File: src/rtl/reg_file_sb.sv
// Integer register file with two combinational read ports, one write port,
// optional write-to-read forwarding, and a per-register busy scoreboard.
module reg_file_sb #(
  parameter int XLEN     = 32,
  parameter int NREGS    = 32,
  parameter bit ZERO_REG = 1'b1,
  parameter bit BYPASS   = 1'b1,
  localparam int AW      = $clog2(NREGS)
) (
  input  logic            clk,
  input  logic            rst_n,
  input  logic [AW-1:0]   rs1,
  input  logic [AW-1:0]   rs2,
  input  logic            rs1_used,
  input  logic            rs2_used,
  output logic [XLEN-1:0] rdata1,
  output logic [XLEN-1:0] rdata2,
  input  logic            rf_en,
  input  logic [AW-1:0]   rd,
  input  logic [XLEN-1:0] wdata,
  input  logic            iss_en,
  input  logic [AW-1:0]   iss_rd,
  output logic            busy1,
  output logic            busy2,
  output logic            hazard
);

  // Issue/writeback contract: rf_en and iss_en are single-cycle strobes taken
  // at the rising edge with no backpressure; hazard is advisory and the caller
  // must hold iss_en low while it is set.

  logic [XLEN-1:0]  regs [NREGS];
  logic [NREGS-1:0] busy;
  logic [NREGS-1:0] busy_nxt;

  logic wr_ok;
  logic iss_ok;
  logic fwd_ok;
  logic rs1_ok;
  logic rs2_ok;
  logic hit1;
  logic hit2;

  // An address is usable when it names a real register that is not the
  // hardwired zero register.
  function automatic logic addr_ok(input logic [AW-1:0] a);
    addr_ok = (int'(a) < NREGS) && !(ZERO_REG && (a == '0));
  endfunction

  assign wr_ok  = rf_en && addr_ok(rd);
  assign iss_ok = iss_en && addr_ok(iss_rd);
  assign rs1_ok = addr_ok(rs1);
  assign rs2_ok = addr_ok(rs2);

  // A write presented while reset is held never lands, so it must not forward.
  assign fwd_ok = BYPASS && rst_n && wr_ok;
  assign hit1   = fwd_ok && (rd == rs1);
  assign hit2   = fwd_ok && (rd == rs2);

  always_comb begin
    busy_nxt = busy;
    if (wr_ok) begin
      busy_nxt[rd] = 1'b0;
    end
    // A new producer supersedes the one retiring in the same cycle.
    if (iss_ok) begin
      busy_nxt[iss_rd] = 1'b1;
    end
  end

  always_ff @(posedge clk or negedge rst_n) begin
    if (!rst_n) begin
      for (int i = 0; i < NREGS; i++) begin
        regs[i] <= '0;
      end
      busy <= '0;
    end else begin
      if (wr_ok) begin
        regs[rd] <= wdata;
      end
      busy <= busy_nxt;
    end
  end

  assign rdata1 = !rs1_ok ? '0 : (hit1 ? wdata : regs[rs1]);
  assign rdata2 = !rs2_ok ? '0 : (hit2 ? wdata : regs[rs2]);

  assign busy1  = rs1_ok && !hit1 && busy[rs1];
  assign busy2  = rs2_ok && !hit2 && busy[rs2];
  assign hazard = (rs1_used && busy1) || (rs2_used && busy2);

endmodule

File: config.mk
export PLATFORM = sky130hd
export DESIGN_NAME = reg_file_sb
export DESIGN_NICKNAME = d
export VERILOG_FILES = /design/src/rtl/reg_file_sb.sv
export SDC_FILE = /design/constraint.sdc
export NUM_CORES = 2
export LEC_CHECK = 0
export CORE_MARGIN = 10
export CORE_UTILIZATION = 60
export CTS_BUF_LIST = sky130_fd_sc_hd__clkbuf_16
export CTS_CLUSTER_SIZE = 12
export DETAILED_ROUTE_END_ITERATION = 7
export PLACE_DENSITY = 0.77
export SLEW_MARGIN = 20
export SYNTH_ARGS = -nofsm -noshare
export SYNTH_HDL_FRONTEND = slang
export SYNTH_SLANG_ARGS = --single-unit
File: constraint.sdc
create_clock -name clk -period 3.3 [get_ports clk]
set_clock_uncertainty 0.05 [all_clocks]
set_input_delay 0.66 -clock clk [delete_from_list [all_inputs] [get_ports clk]]
set_output_delay 0.66 -clock clk [all_outputs]
set_load 0.1 [all_outputs]
## After elaboration in Yosys (flattened, before gate mapping)

Index checks and enable logic that the tools add are counted.

- Flip-flop bits (word level): 1056
- Output and inout bits: 67
- Bits of input ports: 58
- Logic and storage cells: 99
- Bits in read-only memories: 0
- Memories kept: 0
- Memory bits (writable): 0
- Bits in latches: 0

- Eq/ne operators: 2
- Shift operators: 0
- Reduce and logical (&&, ||, !) cells: 25
- Div/mod/pow operators: 0
- $add $sub $neg: 0
- Multiplexer cells: 23
- Bitwise operators: 6
- Order comparisons: 10
- Multipliers: 0

Operator list:

| operator | number |
|---|---|
| $bwmux 1024 | 1 |
| $mux 32 | 11 |
| $bmux 32 s5 | 2 |
| $demux 32 s5 | 1 |
| $and 32x32->32 | 1 |
| $not 32->32 | 1 |
| $or 32x32->32 | 1 |
| $lt 5x6->1 const B | 4 |
| $logic_not 5->1 | 4 |
| $ge 6x6->1 const B | 3 |
| $not 5->6 | 3 |
| $logic_and 1x1->1 | 14 |
| $bmux 1 s5 | 2 |
| $demux 1 s5 | 2 |
| $eq 5x5->1 | 2 |
| $ge 5x1->1 const B | 2 |
| $logic_not 1->1 | 6 |
| $lt 6x1->1 const B | 1 |
| $mux 1 | 4 |
| $logic_or 1x1->1 | 1 |

## Depth between registers and ports, before layout

- Depth in word-level cells: 10
- Mapped depth: 11
- Depth with buffers taken out: 6

## Worst setup path after synthesis

OpenSTA, ideal clock, no wires.

- Path type: input port to output port
- Start point: input rs2[1]
- End point: output hazard
- Required time: 2590 ps
- Buffers on the path: 4
- Data arrival time: 4823 ps
- Path slack: -2233 ps
- Stages: 10
- Cell sequence: buf_4 -> buf_4 -> buf_4 -> buf_2 -> nor2_1 -> nand3_1 -> nand4_1 -> a21oi_1 -> nor3_1 -> a22o_1

- Word-level cells in the longest chain between the ends: 7
- Elaborated cells between the ends (all ways): 11
- Those cells by class: 1 x eq/ne; 2 x mux; 8 x reduce/logical

RTL lines:

| item | line | RTL |
|---|---|---|
| start, declared | 13 | `input logic [AW-1:0] rs2,` |
| parallel branches: the longest is 4 deep, another holds $bmux 1 s5 | n/a |  |
| $logic_and 1x1->1 * | 89 | `assign busy2 = rs2_ok && !hit2 && busy[rs2];` |
| via busy2 | 24 | `output logic busy2,` |
| $logic_and 1x1->1 * | 90 | `assign hazard = (rs1_used && busy1) \|\| (rs2_used && busy2);` |
| $logic_or 1x1->1 * | 90 |  |
| end, declared | 25 | `output logic hazard` |

Mark *: on every way through the listed nets, which the timed path passes. The select of a mux whose other input is x is not followed.

## Final worst setup path

- Start point: input rs1[0]
- End point: output rdata1[13]

- Word-level cells in the longest chain between the ends: 6
- Elaborated cells between the ends (all ways): 9
- Those cells by class: 1 x eq/ne; 5 x mux; 1 x bitwise; 2 x reduce/logical

RTL lines:

| item | line | RTL |
|---|---|---|
| start, declared | 12 | `input logic [AW-1:0] rs1,` |
| $not 5->6 (implied by the code) | 85 | `assign rdata1 = !rs1_ok ? '0 : (hit1 ? wdata : regs[rs1]);` |
| $bmux 32 s5 | 85 |  |
| $mux 32 (implied by the code) (2 in series) | 85 |  |
| $mux 32 | 85 |  |
| $mux 32 * | 85 |  |
| end, declared | 16 | `output logic [XLEN-1:0] rdata1,` |

Every way passes the cells marked *; elsewhere a longest branch is shown, timed or not. The select of a mux whose other input is x is not followed.

==> impl_metrics.prom <==
# TYPE chip_impl_metric gauge
chip_impl_metric{name="max_freq",unit="MHz"} 288
chip_impl_metric{name="synth-edff-count",unit=""} 0
chip_impl_metric{name="synthDominantCellAreaShare",unit="%"} 46.7
chip_impl_metric{name="hold_violations",unit=""} 0
chip_impl_metric{name="dr.pass1.iters",unit=""} 6
chip_impl_info{name="synth.largest_area_cell",value="sky130_fd_sc_hd__dfrtp_1"} 1
chip_impl_metric{name="fin_total_pwr",unit="uW"} 39800
chip_impl_metric{name="timing.critical_path.slowest_cell_delay",unit="ns"} 0.54
chip_impl_metric{name="slew_headroom",unit="%"} 32.8
chip_impl_info{name="failed_checks",value="setup timing"} 1
chip_impl_metric{name="vias_in_the_first_global_route",unit=""} 43269
chip_impl_metric{name="numPortBuffers",unit=""} 124
chip_impl_metric{name="worstSkewPairLatency",unit="ns"} 0.68
chip_impl_metric{name="floorplan.die_area",unit="sq um"} 107000
chip_impl_info{name="hold_class",value="in2async"} 1
chip_impl_metric{name="final_standard_cell_utilization_of_the_core",unit="%"} 76.4
chip_impl_metric{name="number_of_h_tree_branching_levels",unit=""} 3
chip_impl_metric{name="worst_r2r_path_depth",unit=""} 2
chip_impl_metric{name="area_delta_synth_final",unit="%"} 26.1
chip_impl_metric{name="routed_wire_length_per_instance",unit="um"} 35.4
chip_impl_metric{name="post-route-drc-count",unit=""} 0
chip_impl_metric{name="synth.yosys.warnings",unit=""} 0
chip_impl_metric{name="async_reset_ff_share",unit="%"} 100
chip_impl_metric{name="dp_hpwl",unit="mm"} 123
chip_impl_metric{name="synth.yosys.seq_area_share",unit="%"} 46.7
chip_impl_metric{name="leakage",unit="uW"} 0.0315
chip_impl_metric{name="worst_slack",unit="ns"} -0.174
chip_impl_metric{name="clk_pin_slew",unit="ns"} 0.06
chip_impl_metric{name="post_synth.cell_area_avg",unit="sq um"} 13.9
chip_impl_info{name="critical_path.startpoint_type",value="primary input"} 1
chip_impl_metric{name="clock_sinks",unit=""} 1056
chip_impl_metric{name="std_cell_rows",unit=""} 112
chip_impl_metric{name="post_synth_instance_area",unit="sq um"} 56600
chip_impl_metric{name="floorplan.initialDensity",unit="%"} 60.6
chip_impl_metric{name="maxSlewViolCount",unit=""} 0
chip_impl_metric{name="critical_path_peak_fanout",unit=""} 8
chip_impl_metric{name="vias_per_cell",unit=""} 7.38
chip_impl_metric{name="fin_crit",unit="ns"} 3.47
chip_impl_info{name="cts_tree",value="yes"} 1
chip_impl_metric{name="maxCapViolCount",unit=""} 0
chip_impl_metric{name="grt_remaining_overflow",unit=""} 0
chip_impl_info{name="critPathLaunch",value="rs1[0]"} 1
chip_impl_metric{name="final_min_period_over_clock_period",unit="%"} 105
chip_impl_info{name="r2r-end",value="regs[209]"} 1
chip_impl_metric{name="die_h",unit="um"} 327
chip_impl_info{name="grt_setup_unrepaired",value="true"} 1
chip_impl_metric{name="residual_antenna_violating_net_count_after_detailed_routing",unit=""} 0
chip_impl_metric{name="ctsHoldBuffers",unit=""} 0
chip_impl_metric{name="totalWireLength",unit="mm"} 207
chip_impl_metric{name="timing_worst_slew_pin_value",unit="ns"} 1.01
chip_impl_metric{name="layout.nets",unit=""} 4556
chip_impl_metric{name="syn_nets",unit=""} 4122
chip_impl_metric{name="numCtsBuffers",unit=""} 112
chip_impl_metric{name="grt_usage",unit="%"} 36.5
chip_impl_metric{name="drive_above_1_share",unit="%"} 55.8
chip_impl_info{name="status",value="finished, violations left"} 1
chip_impl_metric{name="gpl.final_weighted_congestion",unit=""} 0.906
chip_impl_info{name="prevailing_post_synth_register_cell",value="sky130_fd_sc_hd__dfrtp_1"} 1
chip_impl_info{name="slowest_stage",value="sky130_fd_sc_hd__mux4_2"} 1
chip_impl_metric{name="detailroute.via_count",unit=""} 43121
chip_impl_info{name="post_synth_main_area_contributors",value="sky130_fd_sc_hd__dfrtp_1 47%, sky130_fd_sc_hd__mux2_2 19%, sky130_fd_sc_hd__mux4_2 16%, sky130_fd_sc_hd__mux2i_1 5.3%, sky130_fd_sc_hd__clkbuf_1 1.3%"} 1
chip_impl_metric{name="grt_start_max_net_pins",unit=""} 163
chip_impl_metric{name="synth.lib_cells_used.distinct",unit=""} 50
chip_impl_metric{name="detailed_router_s_first_iteration_violation_count",unit=""} 5861
chip_impl_info{name="cp_cell_sequence",value="buf_16, buf_16, buf_4, buf_12, buf_12, mux4_2, mux2i_1, a21oi_1, nor3_2, nor3_4, buf_12"} 1
chip_impl_info{name="critical_path.endpoint",value="rdata1[13]"} 1
chip_impl_metric{name="hold-worst-slack",unit="ns"} 0.0446
chip_impl_metric{name="timing.final.setup_violations",unit=""} 43
chip_impl_metric{name="final.setup.tns",unit="ns"} -2.44
chip_impl_info{name="worstSetupEndpointType",value="output port"} 1
chip_impl_metric{name="cts_buffer_depth",unit=""} 3
chip_impl_metric{name="dieWidth",unit="um"} 327
chip_impl_info{name="path_common_cell",value="sky130_fd_sc_hd__buf_12"} 1
chip_impl_info{name="top_cell_types_by_occurrence_after_synthesis",value="1056 x sky130_fd_sc_hd__dfrtp_1, 971 x sky130_fd_sc_hd__mux2_2, 392 x sky130_fd_sc_hd__mux4_2"} 1
chip_impl_metric{name="synth.ff_latch_count",unit=""} 1056
chip_impl_info{name="r2r_start",value="regs[209]"} 1
chip_impl_metric{name="netlist_instances",unit=""} 4064
chip_impl_metric{name="grt_first_pass_wirelength",unit="mm"} 290
chip_impl_metric{name="reg2reg_slack",unit="ns"} 2.33
chip_impl_info{name="synthMostInstantiatedCell",value="sky130_fd_sc_hd__dfrtp_1"} 1
chip_impl_metric{name="powerDensity",unit="nW/um^2"} 557
chip_impl_metric{name="core_region_area",unit="sq um"} 93500
chip_impl_metric{name="pre_cts_slack",unit="ns"} -0.460
chip_impl_metric{name="cp.required",unit="ns"} 2.59
chip_impl_metric{name="cp.arrival",unit="ns"} 2.76
chip_impl_metric{name="number_of_antenna_violations_at_the_first_check_in_global_routing",unit=""} 9
chip_impl_metric{name="io-pin-count",unit=""} 125
chip_impl_info{name="clock-root-buffer",value="sky130_fd_sc_hd__clkbuf_16"} 1
chip_impl_info{name="setup.worst_path.class",value="in2out"} 1
chip_impl_metric{name="irDropWorstVdd",unit="mV"} 0.541
-- state kept, by name, summed over array words and instances (netlist names) --
| signal | flops |
|---|---|
| busy | 32 |
| regs | 1024 |
-- repair_timing --
| action | CTS | global route |
|---|---|---|
| endpoints found under the setup margin | 67 | 67 |
| resized for setup | 224 | 191 |
| pin swaps | 50 | 101 |
| cloned | 9 | 13 |
| setup buffers | 39 | 104 |
-- cell type report --
cell class                 count  area (sq um)
antenna                        4          10.0
clock buffer                 115          2880
fill                        5257         22100
inverter                       2          7.51
sequential                  1056         26400
multi-input combinational   2549         30300
timing repair buffer         777          9690
tap                         1254          1570
clock inverter                88           495
-- how the worst min path moves through the flow --
stage                     startpoint    endpoint
final                          rst_n   regs[730]
after global routing           rst_n   regs[730]
after CTS                      rst_n   regs[730]
after detailed placement   regs[993]   regs[993]
after global placement    regs[1018]  regs[1018]
after floorplan                rst_n     busy[0]
-- metal layers --
metal / GRT usage (%) / vias up / routed length (um)
met5: 0 / - / 134
met2: 54.3 / 3335 / 91400
met1: 46.3 / 22275 / 72100
met3: 11.1 / 993 / 27100
li1: - / 16510 / -
met4: 23.7 / 8 / 16000
-- critical path: cells and delay by family --
kind                   cells  cell delay, ns
AO/OA/AOI/OAI              1            0.13
AND/OR/NAND/NOR            2            0.32
buffers and inverters      6            0.87
multiplexers               2            0.75
-- per-stage QoR --
stage          instances  instance area, sq um
6_report            5845                 71400
4_1_cts             5733                 69400
2_1_floorplan       4064                 57600
3_5_place_dp        5488                 64400
5_1_grt             5843                 71400
3_3_place_gp        5488                 64400
-- where the power goes --
part	total (uW)	switching [uW]	internal [uW]
sequential	17500	2040	15400
clock	11900	5380	6550
combinational	10400	4770	5620
-- cell families after synthesis --
| logic type | share of synthesized area [%] |
|---|---|
| compound gates | 5.37 |
| mux | 40.8 |
| flops | 46.7 |
| simple gates | 3.33 |
| buf+inv | 3.69 |
| xor+xnor | 0.155 |
-- cells in the final DEF (no fill, tap or decap), types with 36 or more instances in the layout --
cell type                         Yosys  layout
sky130_fd_sc_hd__o211ai_1            56      56
sky130_fd_sc_hd__o21ai_0             83      48
sky130_fd_sc_hd__nor2_1             153     103
sky130_fd_sc_hd__mux2i_1            301     294
sky130_fd_sc_hd__a22oi_1             64      50
sky130_fd_sc_hd__buf_6                6      44
sky130_fd_sc_hd__nor2_4               0      37
sky130_fd_sc_hd__buf_12               0     222
sky130_fd_sc_hd__buf_4               44     414
sky130_fd_sc_hd__mux2_2             971     971
sky130_fd_sc_hd__nand2_1             68      49
sky130_fd_sc_hd__mux4_2             392     392
sky130_fd_sc_hd__dfrtp_1           1056    1056
sky130_fd_sc_hd__clkdlybuf4s50_1      0      40
sky130_fd_sc_hd__o22ai_1            120      76
sky130_fd_sc_hd__a22o_1              37      36
sky130_fd_sc_hd__nor3_4               0      64
sky130_fd_sc_hd__clkbuf_16            0     128
(Power assumes the default switching activity.)
